## config.mk

```make
export PLATFORM = sky130hd
export DESIGN_NAME = notch_gain_monitor_flat
export DESIGN_NICKNAME = d
export VERILOG_FILES = /design/src/rtl/notch_gain_monitor_if.sv /design/src/rtl/notch_gain_monitor.sv /design/src/flat_wrapper.sv
export SDC_FILE = /design/constraint.sdc
export NUM_CORES = 1
export LEC_CHECK = 0
export ABC_AREA = 0
export BUFFER_PORTS_ARGS = -buffer_cell sky130_fd_sc_hd__buf_2
export CORE_ASPECT_RATIO = 0.75
export CORE_MARGIN = 2
export CORE_UTILIZATION = 50
export DETAILED_ROUTE_END_ITERATION = 10
export GPL_TIMING_DRIVEN = 0
export PLACE_DENSITY = 0.77
export SYNTH_ARGS = -nofsm -noshare
export SYNTH_HDL_FRONTEND = slang
export SYNTH_SLANG_ARGS = --single-unit
```

## constraint.sdc

```tcl
create_clock -name clk -period 10.4 [get_ports clk]
set_clock_uncertainty 0.15 [all_clocks]
set_input_delay 2.6 -clock clk [delete_from_list [all_inputs] [get_ports clk]]
set_output_delay 2.6 -clock clk [all_outputs]
set_load 0.02 [all_outputs]
```

## src/rtl/notch_gain_monitor_if.sv

```systemverilog
// -----------------------------------------------------------------------------
// notch_gain_monitor_if
//   Bundles the control, sample-stream and result signals of notch_gain_monitor.
//   Clock and reset stay plain ports on the module.
//
//   Signals:
//     start            one-cycle measurement request (master -> slave)
//     busy             monitor is in MEASURE or HOLD (slave -> master)
//     s_valid/s_ready  sample-pair handshake; s_in/s_out are signed DW-bit
//     m_valid/m_ready  result handshake
//     in_peak/out_peak unsigned peak magnitudes of the last window
//     notch            output attenuated below 2^ATTEN_SHIFT of input
//
//   Modports:
//     master  stimulus / consumer side
//     slave   the monitor itself
// -----------------------------------------------------------------------------
interface notch_gain_monitor_if #(
  parameter int DW = 12
);
  logic                 start;
  logic                 busy;
  logic                 s_valid;
  logic                 s_ready;
  logic signed [DW-1:0] s_in;
  logic signed [DW-1:0] s_out;
  logic                 m_valid;
  logic                 m_ready;
  logic        [DW-1:0] in_peak;
  logic        [DW-1:0] out_peak;
  logic                 notch;

  modport master (
    output start, s_valid, s_in, s_out, m_ready,
    input  busy, s_ready, m_valid, in_peak, out_peak, notch
  );

  modport slave (
    input  start, s_valid, s_in, s_out, m_ready,
    output busy, s_ready, m_valid, in_peak, out_peak, notch
  );
endinterface

```

## src/rtl/notch_gain_monitor.sv

```systemverilog
// -----------------------------------------------------------------------------
// notch_gain_monitor
//   Captures the peak magnitude of paired filter-input / filter-output samples
//   over a window of 2^WIN_LOG2 accepted pairs, then reports both peaks and a
//   notch flag set when (out_peak << ATTEN_SHIFT) < in_peak.
//
//   Ports:
//     clk    rising-edge clock
//     rst_n  asynchronous active-low reset
//     bus    notch_gain_monitor_if.slave (start/busy, s_* sample stream,
//            m_* result handshake, in_peak, out_peak, notch)
//
//   Parameters:
//     DW           sample width (signed two's complement)
//     WIN_LOG2     window length is 2^WIN_LOG2 accepted pairs
//     ATTEN_SHIFT  notch threshold is a factor of 2^ATTEN_SHIFT
//
//   Build option:
//     NOTCH_MON_AUTORESTART_EN  when defined, taking a result in HOLD starts
//                               the next window immediately instead of
//                               returning to IDLE.
// -----------------------------------------------------------------------------
module notch_gain_monitor #(
  parameter int DW          = 12,
  parameter int WIN_LOG2    = 8,
  parameter int ATTEN_SHIFT = 4
) (
  input  logic                 clk,
  input  logic                 rst_n,
  notch_gain_monitor_if.slave  bus
);

  // Channel 0 is the filter input, channel 1 the filter output.
  localparam int CH = 2;
  localparam int CW = DW + ATTEN_SHIFT;
  localparam logic [WIN_LOG2:0] CNT_LAST = {1'b0, {WIN_LOG2{1'b1}}};

  typedef enum logic [1:0] {
    ST_IDLE    = 2'd0,
    ST_MEASURE = 2'd1,
    ST_HOLD    = 2'd2
  } state_t;

  state_t                 state_q, state_d;
  logic [WIN_LOG2:0]      cnt_q, cnt_d;
  logic [CH-1:0][DW-1:0]  samp;
  logic [CH-1:0][DW-1:0]  mag;
  logic [CH-1:0][DW-1:0]  peak_max;
  logic [CH-1:0][DW-1:0]  peak_q, peak_d;
  logic [CH-1:0][DW-1:0]  res_q, res_d;
  logic                   notch_q, notch_d;
  logic                   accept;
  logic                   last_pair;
  logic                   result_taken;
  logic                   enter_measure;
  logic [CW-1:0]          in_wide;
  logic [CW-1:0]          out_scaled;

  assign samp[0] = bus.s_in;
  assign samp[1] = bus.s_out;

  // Magnitude in DW-bit unsigned arithmetic: the most negative code negates
  // to 2^(DW-1), which is representable unsigned, so no saturation is needed.
  genvar gi;
  generate
    for (gi = 0; gi < CH; gi++) begin : g_ch
      assign mag[gi]      = samp[gi][DW-1] ? (~samp[gi] + DW'(1)) : samp[gi];
      assign peak_max[gi] = (mag[gi] > peak_q[gi]) ? mag[gi] : peak_q[gi];
    end
  endgenerate

  assign accept       = bus.s_valid && (state_q == ST_MEASURE);
  assign last_pair    = accept && (cnt_q == CNT_LAST);
  assign result_taken = (state_q == ST_HOLD) && bus.m_ready;
  assign enter_measure = (state_d == ST_MEASURE) && (state_q != ST_MEASURE);

  // Threshold compare at DW+ATTEN_SHIFT bits uses the peaks including the
  // final pair, so the flag is valid on the first HOLD cycle.
  assign in_wide    = CW'(peak_max[0]);
  assign out_scaled = CW'(peak_max[1]) << ATTEN_SHIFT;

  // ---------------------------------------------------------------- state reg
  always_ff @(posedge clk or negedge rst_n) begin
    if (!rst_n) begin
      state_q <= ST_IDLE;
    end else begin
      state_q <= state_d;
    end
  end

  // --------------------------------------------------------------- next state
  always_comb begin
    state_d = state_q;
    case (state_q)
      ST_IDLE:    if (bus.start) state_d = ST_MEASURE;
      ST_MEASURE: if (last_pair) state_d = ST_HOLD;
      ST_HOLD: begin
        if (result_taken) begin
`ifdef NOTCH_MON_AUTORESTART_EN
          state_d = ST_MEASURE;
`else
          state_d = ST_IDLE;
`endif
        end
      end
      default:    state_d = ST_IDLE;
    endcase
  end

  // ------------------------------------------------------------------ outputs
  always_comb begin
    bus.busy     = (state_q != ST_IDLE);
    bus.s_ready  = (state_q == ST_MEASURE);
    bus.m_valid  = (state_q == ST_HOLD);
    bus.in_peak  = res_q[0];
    bus.out_peak = res_q[1];
    bus.notch    = notch_q;
  end

  // ---------------------------------------------------------------- datapath
  // Working peaks track the window; result registers only change when a
  // window completes, so the reported values stay stable through HOLD.
  always_comb begin
    cnt_d   = cnt_q;
    peak_d  = peak_q;
    res_d   = res_q;
    notch_d = notch_q;
    if (enter_measure) begin
      cnt_d  = '0;
      peak_d = '0;
    end else if (accept) begin
      cnt_d  = cnt_q + 1'b1;
      peak_d = peak_max;
    end
    if (last_pair) begin
      res_d   = peak_max;
      notch_d = (out_scaled < in_wide);
    end
  end

  always_ff @(posedge clk or negedge rst_n) begin
    if (!rst_n) begin
      cnt_q   <= '0;
      peak_q  <= '0;
      res_q   <= '0;
      notch_q <= 1'b0;
    end else begin
      cnt_q   <= cnt_d;
      peak_q  <= peak_d;
      res_q   <= res_d;
      notch_q <= notch_d;
    end
  end

endmodule
```

## src/flat_wrapper.sv

```systemverilog
// flat-port wrapper written by rule: the top's interface ports become plain ports
module notch_gain_monitor_flat 
#(
  parameter int DW          = 12,
  parameter int WIN_LOG2    = 8,
  parameter int ATTEN_SHIFT = 4
)
  (clk, rst_n, bus_start, bus_s_valid, bus_s_in, bus_s_out, bus_m_ready, bus_busy, bus_s_ready, bus_m_valid, bus_in_peak, bus_out_peak, bus_notch);
  notch_gain_monitor_if #(.DW(DW)) bus_i ();
  input  logic clk;
  input  logic rst_n;
  input wire logic [$bits(bus_i.start)-1:0] bus_start;
  input wire logic [$bits(bus_i.s_valid)-1:0] bus_s_valid;
  input wire logic [$bits(bus_i.s_in)-1:0] bus_s_in;
  input wire logic [$bits(bus_i.s_out)-1:0] bus_s_out;
  input wire logic [$bits(bus_i.m_ready)-1:0] bus_m_ready;
  output wire logic [$bits(bus_i.busy)-1:0] bus_busy;
  output wire logic [$bits(bus_i.s_ready)-1:0] bus_s_ready;
  output wire logic [$bits(bus_i.m_valid)-1:0] bus_m_valid;
  output wire logic [$bits(bus_i.in_peak)-1:0] bus_in_peak;
  output wire logic [$bits(bus_i.out_peak)-1:0] bus_out_peak;
  output wire logic [$bits(bus_i.notch)-1:0] bus_notch;
  assign bus_i.start = bus_start;
  assign bus_i.s_valid = bus_s_valid;
  assign bus_i.s_in = bus_s_in;
  assign bus_i.s_out = bus_s_out;
  assign bus_i.m_ready = bus_m_ready;
  assign bus_busy = bus_i.busy;
  assign bus_s_ready = bus_i.s_ready;
  assign bus_m_valid = bus_i.m_valid;
  assign bus_in_peak = bus_i.in_peak;
  assign bus_out_peak = bus_i.out_peak;
  assign bus_notch = bus_i.notch;
  notch_gain_monitor #(.DW(DW), .WIN_LOG2(WIN_LOG2), .ATTEN_SHIFT(ATTEN_SHIFT)) u_core (.clk(clk), .rst_n(rst_n), .bus(bus_i));
endmodule
```

==> flow_summary.yaml, run 1 <==
outcome:
  outcome: "complete, no violations"
sta:
  fmax_mhz: 146.3
  fin_crit_ns: 6.834
  fin_setup_tns_ns: 0
  rsz0062_at_grt: "no"
  relSlewSlack_pct: 49.74
  finalHoldViolCount: 0
  worst_pin_slew_ns: 0.7538
  maxSlewViolCount: 0
  final.period_utilization_pct: 65.71
  hold_ws_ns: 0.3330
  setup_viol: 0
detailed_routing:
  drt_pass1_iterations: 4
  wirelength_um: 9329
  route.detailed.drc: 0
  dr_wl_met3_um: 609
  wl_met2_um: 4271
  via_per_inst: 5.713
  top_layer: "met4"
  ant_nets: 0
  vias: 3245
  drtIter0Drc: 199
  wl_per_cell_um: 16.42
  wl_met1_um: 4330
clocking:
  h-tree-depth: 3
  cts_sinks: 60
  clk_pin_slew_ns: 0.07
  post-cts-setup-buffers: 0
  cts_tree: "done"
  hold_buffers: 0
  clk_latency_ns: 0.34
  cts_root_buf: "clkbuf_8"
  cts_buffer_depth: 2
  post_cts_resized: 0
  cts_made_buffers: 9
worst_setup_path:
  ff2ff_path_depth: 15
  cp_data_arrival_time_ns: 6.94
  r2r_end: "u_core.bus.notch$_DFFE_PN0P_"
  crit_type: "input port to register"
  critPathMaxFanout: 10
  critPathLaunchType: "input port"
  crit_required_ns: 10.51
  r2r-start: "u_core.peak_q[1]$_DFFE_PN0P_"
  r2r_slack_ns: 6.54
  end_kind: "register"
pwr:
  p_leak_nw: 2.242
  p_switching_mw: 0.4138
  p_comb_share_pct: 47.7
  seqPwrFrac_pct: 29.2
  power.internal_mw: 0.6833
  irDropWorstVdd_mv: 0.1231
  clock_power_share_pct: 23.1
  powerDensity_mw_per_mm2: 240.2
  power_mw: 1.097
  swShare_pct: 37.72
yosys:
  mappedNetlistNets: 460
  ys_seq_area_share_pct: 38.24
  synthDistinctLibCells: 51
  synth_edf_count: 0
  synthFlopType: "dfrtp_1"
  synth_warnings: 0
  async_flop_share_pct: 100.0
  ys_ff_latch: 60
  syn_avg_cell_area_um2: 9.940
  netlist_area_mm2: 0.003926
  synth_cells: 395
layout:
  antenna_cells: 0
  area_growth_pct: 16.32
  drive_gt1_share_pct: 22.48
  fin_nets: 527
  fin_area_mm2: 0.004567
hold_path:
  hold_depth: 2
  hold_path_end: "u_core.bus.in_peak[6]$_DFFE_PN0P_"
  min_from: "u_core.bus.in_peak[6]$_DFFE_PN0P_"
  holdCritPathClass: "register to register"
placed_design:
  placed_cell_area_mm2: 0.004333
  io_buffers: 56
  hpwlAfterDp_um: 7007
  routabilityCongestion: 0.8514
global_routing:
  grt_pass1_wl_um: 15710
  grt_pass1_vias: 3203
  antenna_found_initial: 0
  overflow: 0
  grt_usage_pct: 23.49
  grt_start_max_net_pins: 61
flow_run:
  maxCapViolCount: 0
floorplan:
  start_util_pct: 52.59
  rows: 27
  io_pins: 57
  chipHeight_um: 80.74
  placeableCoreArea_mm2: 0.007466
  die_area_mm2: 0.008585
  die_w_um: 106.3
## per-layer routing
metal,GRT usage (%),vias to the layer above
li1,-,1563
met1,32.55,1567
met2,37.31,104
met3,5.136,11
met4,7.105,0
met5,0,-
## metrics by stage
step / utilization (%) / setup WS (ns) / instances
after global placement: 58.04 / 3.298 / 552
after global routing: 61.17 / 3.119 / 568
final: 61.17 / 3.566 / 568
after CTS: 61.14 / 3.555 / 568
after floorplan: - / 3.887 / 395
after detailed placement: 58.04 / 3.218 / 552
## worst max path at each step
| stage | from | to | slack [ns] | cells after the start |
|---|---|---|---|---|
| detailed placement | bus_s_in[2] | u_core.bus.notch$_DFFE_PN0P_ | 3.22 | 19 |
| finish | bus_s_in[2] | u_core.bus.notch$_DFFE_PN0P_ | 3.57 | 19 |
| floorplan | bus_s_in[2] | u_core.bus.notch$_DFFE_PN0P_ | 3.89 | 18 |
| global placement | bus_s_in[2] | u_core.bus.notch$_DFFE_PN0P_ | 3.30 | 19 |
| CTS | bus_s_in[2] | u_core.bus.notch$_DFFE_PN0P_ | 3.56 | 19 |
| global route | bus_s_in[4] | u_core.bus.notch$_DFFE_PN0P_ | 3.12 | 19 |
## cell usage in the layout (no fill, tap or decap), types with 4 or more instances in the layout
| master | n |
|---|---|
| o31ai_1 | 5 |
| inv_1 | 33 |
| a21oi_1 | 15 |
| o21ai_1 | 8 |
| dfrtp_1 | 60 |
| nor2_1 | 12 |
| nand4_1 | 11 |
| or3_1 | 5 |
| a22o_1 | 25 |
| xor2_1 | 4 |
| a21o_1 | 5 |
| clkbuf_8 | 9 |
| clkbuf_1 | 9 |
| mux2i_1 | 18 |
| nor3_1 | 5 |
| ha_1 | 36 |
| o21ai_0 | 25 |
| nor2b_1 | 4 |
| nand2_1 | 37 |
| mux2_2 | 11 |
| mux2_4 | 5 |
| buf_2 | 60 |
| xnor2_1 | 18 |
| nand2b_1 | 6 |
## kinds of logic (layout without fill, tap and decap cells)
group           Yosys count  in the layout  share of synthesized area (%)
mux                      34             34                          9.656
fa+ha+maj                36             36                          11.47
simple gates             99             99                          13.45
compound gates           98             98                          17.53
xor+xnor                 22             22                          4.907
flops                    60             60                          38.24
buf+inv                  46            118                          4.748
## state kept, by name, indices dropped and copies added, names as in the netlist
signal / cells
u_core.peak_q: 24
u_core.state_q: 2
u_core.bus.in_peak: 12
u_core.bus.out_peak: 12
u_core.bus.notch: 1
u_core.cnt_q: 9
## cell usage after synthesis (2+ instances only)
master,instances,area [µm²]
xor2_1,4,35.03
nor2_1,12,45.04
a21o_1,5,37.54
inv_1,33,123.9
nand4_1,11,68.82
a22oi_1,2,15.01
buf_2,5,25.02
ha_1,36,450.4
nor3_1,5,25.02
dfrtp_1,60,1501
o31ai_1,5,37.54
and2_1,2,12.51
mux2i_1,18,180.2
or4_1,2,15.01
xnor2_1,18,157.7
mux2_4,5,75.07
o211ai_1,2,15.01
o21ai_0,25,125.1
nor2b_1,4,25.02
or2_2,2,12.51
o21ai_1,8,40.04
nand3_1,3,15.01
or3_1,5,31.28
a21oi_1,15,75.07
nand2_1,37,138.9
clkbuf_1,7,26.28
mux2_2,11,123.9
a22o_1,25,219.0
nand2b_1,6,37.54
## critical path: stages
cell       delay (ns)
buf_2            0.12
or3_1            0.41
nand2b_4         0.18
o41ai_2          0.24
xnor2_1          0.22
ha_1             0.31
a21oi_1          0.20
o21ai_1          0.12
a2111oi_2        0.38
a21oi_2          0.18
buf_2            0.27
mux2i_1          0.33
ha_1             0.31
a21o_1           0.16
a21o_1           0.17
a211o_1          0.32
a21oi_1          0.12
mux2i_1          0.10
a22oi_1          0.19
## area by class of cell
class,instances,area [µm²]
fillers,619,2899
multi-input cells,289,2238
flip-flops and latches,60,1501
repair buffers,56,282.8
clock buffers,11,131.4
well taps,101,126.4
inverters,33,123.9
clock inverters,5,100.1
plain buffers,13,62.56
## power by group through the flow
stage          clock network (mW)  logic (mW)  registers (mW)
5_1_grt                     0.267       0.583           0.327
3_3_place_gp                    0       0.495           0.320
2_1_floorplan                   0       0.403           0.312
3_5_place_dp                    0       0.516           0.322
4_1_cts                     0.256       0.521           0.319
6_report                    0.253       0.523           0.321
(Power assumes the default switching activity.)
==> run 2: changes to the inputs <==
PLACE_DENSITY = 0.8   (was 0.77)
clock period = 6 ns   (was 10.4 ns; I/O delays follow)
==> flow_summary.yaml, run 2 (same netlist as run 1, synthesis figures left out) <==
clocking:
  cts_root_buf: "clkbuf_8"
  h-tree-depth: 3
  cts_tree: "done"
  clk_latency_ns: 0.36
  cts_sinks: 60
  cts_made_buffers: 9
  clk_pin_slew_ns: 0.07
  hold_buffers: 0
  cts_buffer_depth: 2
global_routing:
  grt_pass1_vias: 3191
  grt_pass1_wl_um: 15450
  grt_usage_pct: 23.23
  grt_start_max_net_pins: 61
  overflow: 0
  antenna_found_initial: 0
layout:
  final_common_cell: "dfrtp_1"
  largest_register_ffs: 24
  area_growth_pct: 16.63
  fillers: 624
  multi_input_area_mm2: 0.002250
  antenna_cells: 0
  fin_cells: 570
  fin_util_pct: 61.34
  drive_gt1_share_pct: 23.67
  fin_nets: 529
  seq_area_mm2: 0.001501
  layout_common_cells: "dfrtp_1 (60), buf_2 (59), nand2_1 (37)"
  largest-register: "u_core.peak_q"
placed_design:
  dp_slack_ns: -0.03114
  hpwlAfterDp_um: 6937
  routabilityCongestion: 0.8683
  placed_cells: 552
  io_buffers: 56
detailed_routing:
  via_per_inst: 5.668
  wirelength_um: 9223
  ant_nets: 0
  drtIter0Drc: 230
  route.detailed.drc: 0
  drt_pass1_iterations: 5
  vias: 3231
  wl_per_cell_um: 16.18
hold_path:
  hold_depth: 2
  holdCritPathClass: "register to register"
  min_from: "u_core.bus.out_peak[9]$_DFFE_PN0P_"
  hold_path_end: "u_core.bus.out_peak[9]$_DFFE_PN0P_"
sta:
  finalHoldViolCount: 0
  maxSlewViolCount: 0
  final.period_utilization_pct: 94.41
  fmax_mhz: 176.5
  relSlewSlack_pct: 50.07
  setup_viol: 0
  fin_ws_ns: 0.3356
  fin_crit_ns: 5.664
  rsz0062_at_grt: "no"
  worst_pin_slew_ns: 0.7490
worst_setup_path:
  crit_path_cell_trace: "buf_2 -> or3_1 -> nand2b_4 -> o41ai_2 -> xnor2_2 -> ha_1 -> a21oi_1 -> o21ai_1 -> a2111oi_2 -> a21oi_2 -> clkbuf_4 -> mux2i_2 -> ha_1 -> a21o_1 -> a21o_1 -> a211o_1 -> a21oi_1 -> mux2i_1 -> a22oi_1"
  r2r-start: "u_core.peak_q[9]$_DFFE_PN0P_"
  crit_required_ns: 6.11
  r2r_end: "u_core.bus.notch$_DFFE_PN0P_"
  critPathMaxFanout: 10
  slowest_delay_ns: 0.41
  r2r_slack_ns: 2.22
  crit_path_top_delay_cell: "or3_1"
  cp_data_arrival_time_ns: 5.78
  end_kind: "register"
  crit_type: "input port to register"
  ff2ff_path_depth: 15
  critPathLaunchType: "input port"
outcome:
  outcome: "complete, no violations"
floorplan:
  rows: 27
  chipHeight_um: 80.74
  die_area_mm2: 0.008585
  placeableCoreArea_mm2: 0.007466
  io_pins: 57
  die_w_um: 106.3
  start_util_pct: 52.59
pwr:
  swShare_pct: 38.55
  p_switching_mw: 0.7281
  powerDensity_mw_per_mm2: 412.5
  seqPwrFrac_pct: 29.5
  irDropWorstVdd_mv: 0.2341
  p_leak_nw: 2.248
  clock_power_share_pct: 21.4
  power_mw: 1.889
  power.internal_mw: 1.161
  p_comb_share_pct: 49.1
flow_run:
  maxCapViolCount: 0
run 2: worst max-delay path: cells and delay by family:
kind	cells	cell delay, ns
fa+ha+maj	2	0.57
buf+inv	2	0.36
mux	2	0.37
compound gates	10	2.19
xor+xnor	1	0.19
simple gates	2	0.59
run 2: layout make-up:
cell class                 instances  area share, %
buffer                            13          1.421
clock buffer                       9          2.705
clock inverter                     7          1.995
inverter                          33          2.705
multi-input combinational        289          49.13
sequential                        60          32.79
tap                              101          2.760
timing repair buffer              58          6.503
run 2: worst max path at each step:
stage	startpoint	end	depth (start not counted)
after floorplan	bus_s_in[2]	u_core.bus.notch$_DFFE_PN0P_	18
after global placement	bus_s_in[2]	u_core.bus.notch$_DFFE_PN0P_	19
after detailed placement	bus_s_in[2]	u_core.bus.notch$_DFFE_PN0P_	19
after CTS	bus_s_in[2]	u_core.bus.notch$_DFFE_PN0P_	19
after global routing	bus_s_in[2]	u_core.bus.notch$_DFFE_PN0P_	19
final	bus_s_in[2]	u_core.bus.notch$_DFFE_PN0P_	19
run 2: metal layers:
layer	GRT usage (%)	vias to the layer above	wire length, µm	share of wire (%)
li1	-	1567	-	-
met1	32.60	1539	4488	49
met2	36.03	106	4056	44
met3	5.377	19	534	5.8
met4	7.237	0	144	1.6
met5	0	-	0	0
run 2: timing repair:
item | in CTS | in global routing
resized for setup | 0 | 3
buffers inserted | 0 | 2
setup endpoints to repair | 0 | 1
hold endpoints to repair | 0 | 0
run 2: power groups by stage:
stage               registers, mW  logic (mW)  clock network [mW]
floorplan                   0.542       0.698                   0
global placement            0.556       0.846                   0
detailed placement          0.557       0.889                   0
CTS                         0.553       0.898               0.410
global route                0.566        1.03               0.429
finish                      0.557       0.927               0.405
run 2: per-stage QoR:
step	area, µm²	setup TNS, ns	hold WS (ns)
after CTS	4548	0	0.3375
after global placement	4333	-0.01692	0.3172
final	4579	0	0.3311
after global routing	4579	0	0.3755
after floorplan	3926	0	0.3262
after detailed placement	4333	-0.03114	0.3212
==> run 3: changes to the inputs <==
==> constraint.sdc (replaced) <==
create_clock -name clk -period 6 [get_ports clk]
set_clock_uncertainty 0.15 [all_clocks]
set_input_delay 1.2 -clock clk [delete_from_list [all_inputs] [get_ports clk]]
set_output_delay 1.2 -clock clk [all_outputs]
set_load 0.02 [all_outputs]
==> flow_summary.yaml, run 3 (same netlist as run 1, synthesis figures left out) <==
layout:
  fin_area_mm2: 0.004551
  multi_input_area_mm2: 0.002238
  largest_register_ffs: 24
  fin_cells: 568
  largest-register: "u_core.peak_q"
  fillers: 631
  area_growth_pct: 15.90
  fin_nets: 527
  antenna_cells: 0
  seq_area_mm2: 0.001501
  layout_common_cells: "buf_2 (60), dfrtp_1 (60), nand2_1 (37)"
  drive_gt1_share_pct: 22.91
sta:
  fmax_mhz: 182.6
  finalHoldViolCount: 0
  hold_ws_ns: 0.3324
  relSlewSlack_pct: 49.39
  maxSlewViolCount: 0
  fin_setup_tns_ns: 0
  worst_pin_slew_ns: 0.7592
  fin_crit_ns: 5.476
  rsz0062_at_grt: "no"
  setup_viol: 0
  final.period_utilization_pct: 91.26
global_routing:
  grt_pass1_vias: 3191
  grt_start_max_net_pins: 61
  grt_usage_pct: 23.23
  overflow: 0
  grt_pass1_wl_um: 15450
  antenna_found_initial: 0
clocking:
  cts_sinks: 60
  hold_buffers: 0
  cts_tree: "done"
  cts_made_buffers: 9
  clk_latency_ns: 0.35
  post-cts-setup-buffers: 0
  clk_pin_slew_ns: 0.07
  cts_root_buf: "clkbuf_8"
  h-tree-depth: 3
  cts_buffer_depth: 2
  post_cts_resized: 0
detailed_routing:
  wl_met2_um: 4099
  dr_wl_met3_um: 492
  wirelength_um: 9176
  ant_nets: 0
  drt_pass1_iterations: 4
  wl_met1_um: 4480
  route.detailed.drc: 0
  vias: 3185
  drtIter0Drc: 297
  wl_per_cell_um: 16.15
  top_layer: "met4"
  via_per_inst: 5.607
placed_design:
  io_buffers: 56
  placed_cell_area_mm2: 0.004333
  placed_cells: 552
  hpwlAfterDp_um: 6937
  routabilityCongestion: 0.8683
pwr:
  power_mw: 1.860
  clock_power_share_pct: 21.7
  p_leak_nw: 2.234
  power.internal_mw: 1.142
  seqPwrFrac_pct: 29.9
  irDropWorstVdd_mv: 0.2321
  p_comb_share_pct: 48.5
  p_switching_mw: 0.7188
  swShare_pct: 38.64
  powerDensity_mw_per_mm2: 408.8
worst_setup_path:
  critPathMaxFanout: 10
  critPathLaunchType: "input port"
  crit_type: "input port to register"
  cp_data_arrival_time_ns: 5.58
  crit_required_ns: 6.10
  end_kind: "register"
flow_run:
  maxCapViolCount: 0
floorplan:
  start_util_pct: 52.59
  die_w_um: 106.3
  io_pins: 57
  rows: 27
  chipHeight_um: 80.74
  die_area_mm2: 0.008585
  placeableCoreArea_mm2: 0.007466
outcome:
  outcome: "complete, no violations"
hold_path:
  holdCritPathClass: "register to register"
[run 3: cell count changes in the layout (fill, tap and decap cells not counted), sizes merged]
cell,previous run,this run
buf,63,62
clkbuf,17,16
[run 3: power by group through the flow]
stage	Sequential (mW)	Clock [mW]	Combinational, mW
finish	0.555	0.403	0.902
CTS	0.553	0.410	0.898
global placement	0.556	0	0.846
global route	0.565	0.429	1.00
floorplan	0.542	0	0.698
detailed placement	0.557	0	0.889
[run 3: path summary, 6_finish.rpt]
kind	from	end	slack (ns)	cells past startpoint
max	bus_s_in[2]	u_core.bus.notch$_DFFE_PN0P_	0.52	19
min	u_core.bus.out_peak[9]$_DFFE_PN0P_	u_core.bus.out_peak[9]$_DFFE_PN0P_	0.33	2
max reg2reg	u_core.peak_q[1]$_DFFE_PN0P_	u_core.bus.notch$_DFFE_PN0P_	2.08	15
min reg2reg	u_core.bus.out_peak[9]$_DFFE_PN0P_	u_core.bus.out_peak[9]$_DFFE_PN0P_	0.33	2
max in group asynchronous	rst_n	u_core.bus.out_peak[4]$_DFFE_PN0P_	4.42	1
min in group asynchronous	rst_n	u_core.peak_q[23]$_DFFE_PN0P_	0.78	1
[run 3: cell type report]
class / count / area share (%)
buffer: 13 / 1.375
clock buffer: 9 / 2.722
clock inverter: 7 / 2.007
inverter: 33 / 2.722
multi-input combinational: 289 / 49.19
sequential: 60 / 32.99
tap: 101 / 2.777
timing repair buffer: 56 / 6.214
[run 3: through the flow]
stage,setup slack (ns),utilization [%]
2_1_floorplan,0.8870,-
3_3_place_gp,0.2831,58.04
3_5_place_dp,0.2689,58.04
4_1_cts,0.5652,60.92
5_1_grt,0.1348,60.95
6_report,0.5244,60.95
[run 3: layer usage]
metal / vias up / GRT usage [%]
li1: 1561 / -
met1: 1528 / 32.60
met2: 86 / 36.03
met3: 10 / 5.377
met4: 0 / 7.237
met5: - / 0
[run 3: critical path, cell delays in order]
cell       delay (ns)
buf_2            0.12
or3_1            0.41
nand2b_4         0.18
o41ai_2          0.24
xnor2_1          0.22
ha_1             0.31
a21oi_1          0.19
o21ai_1          0.12
a2111oi_2        0.39
a21oi_2          0.20
buf_2            0.26
mux2i_1          0.26
ha_1             0.29
a21o_1           0.16
a21o_1           0.18
a211o_1          0.34
a21oi_1          0.17
mux2i_1          0.13
a22oi_1          0.22
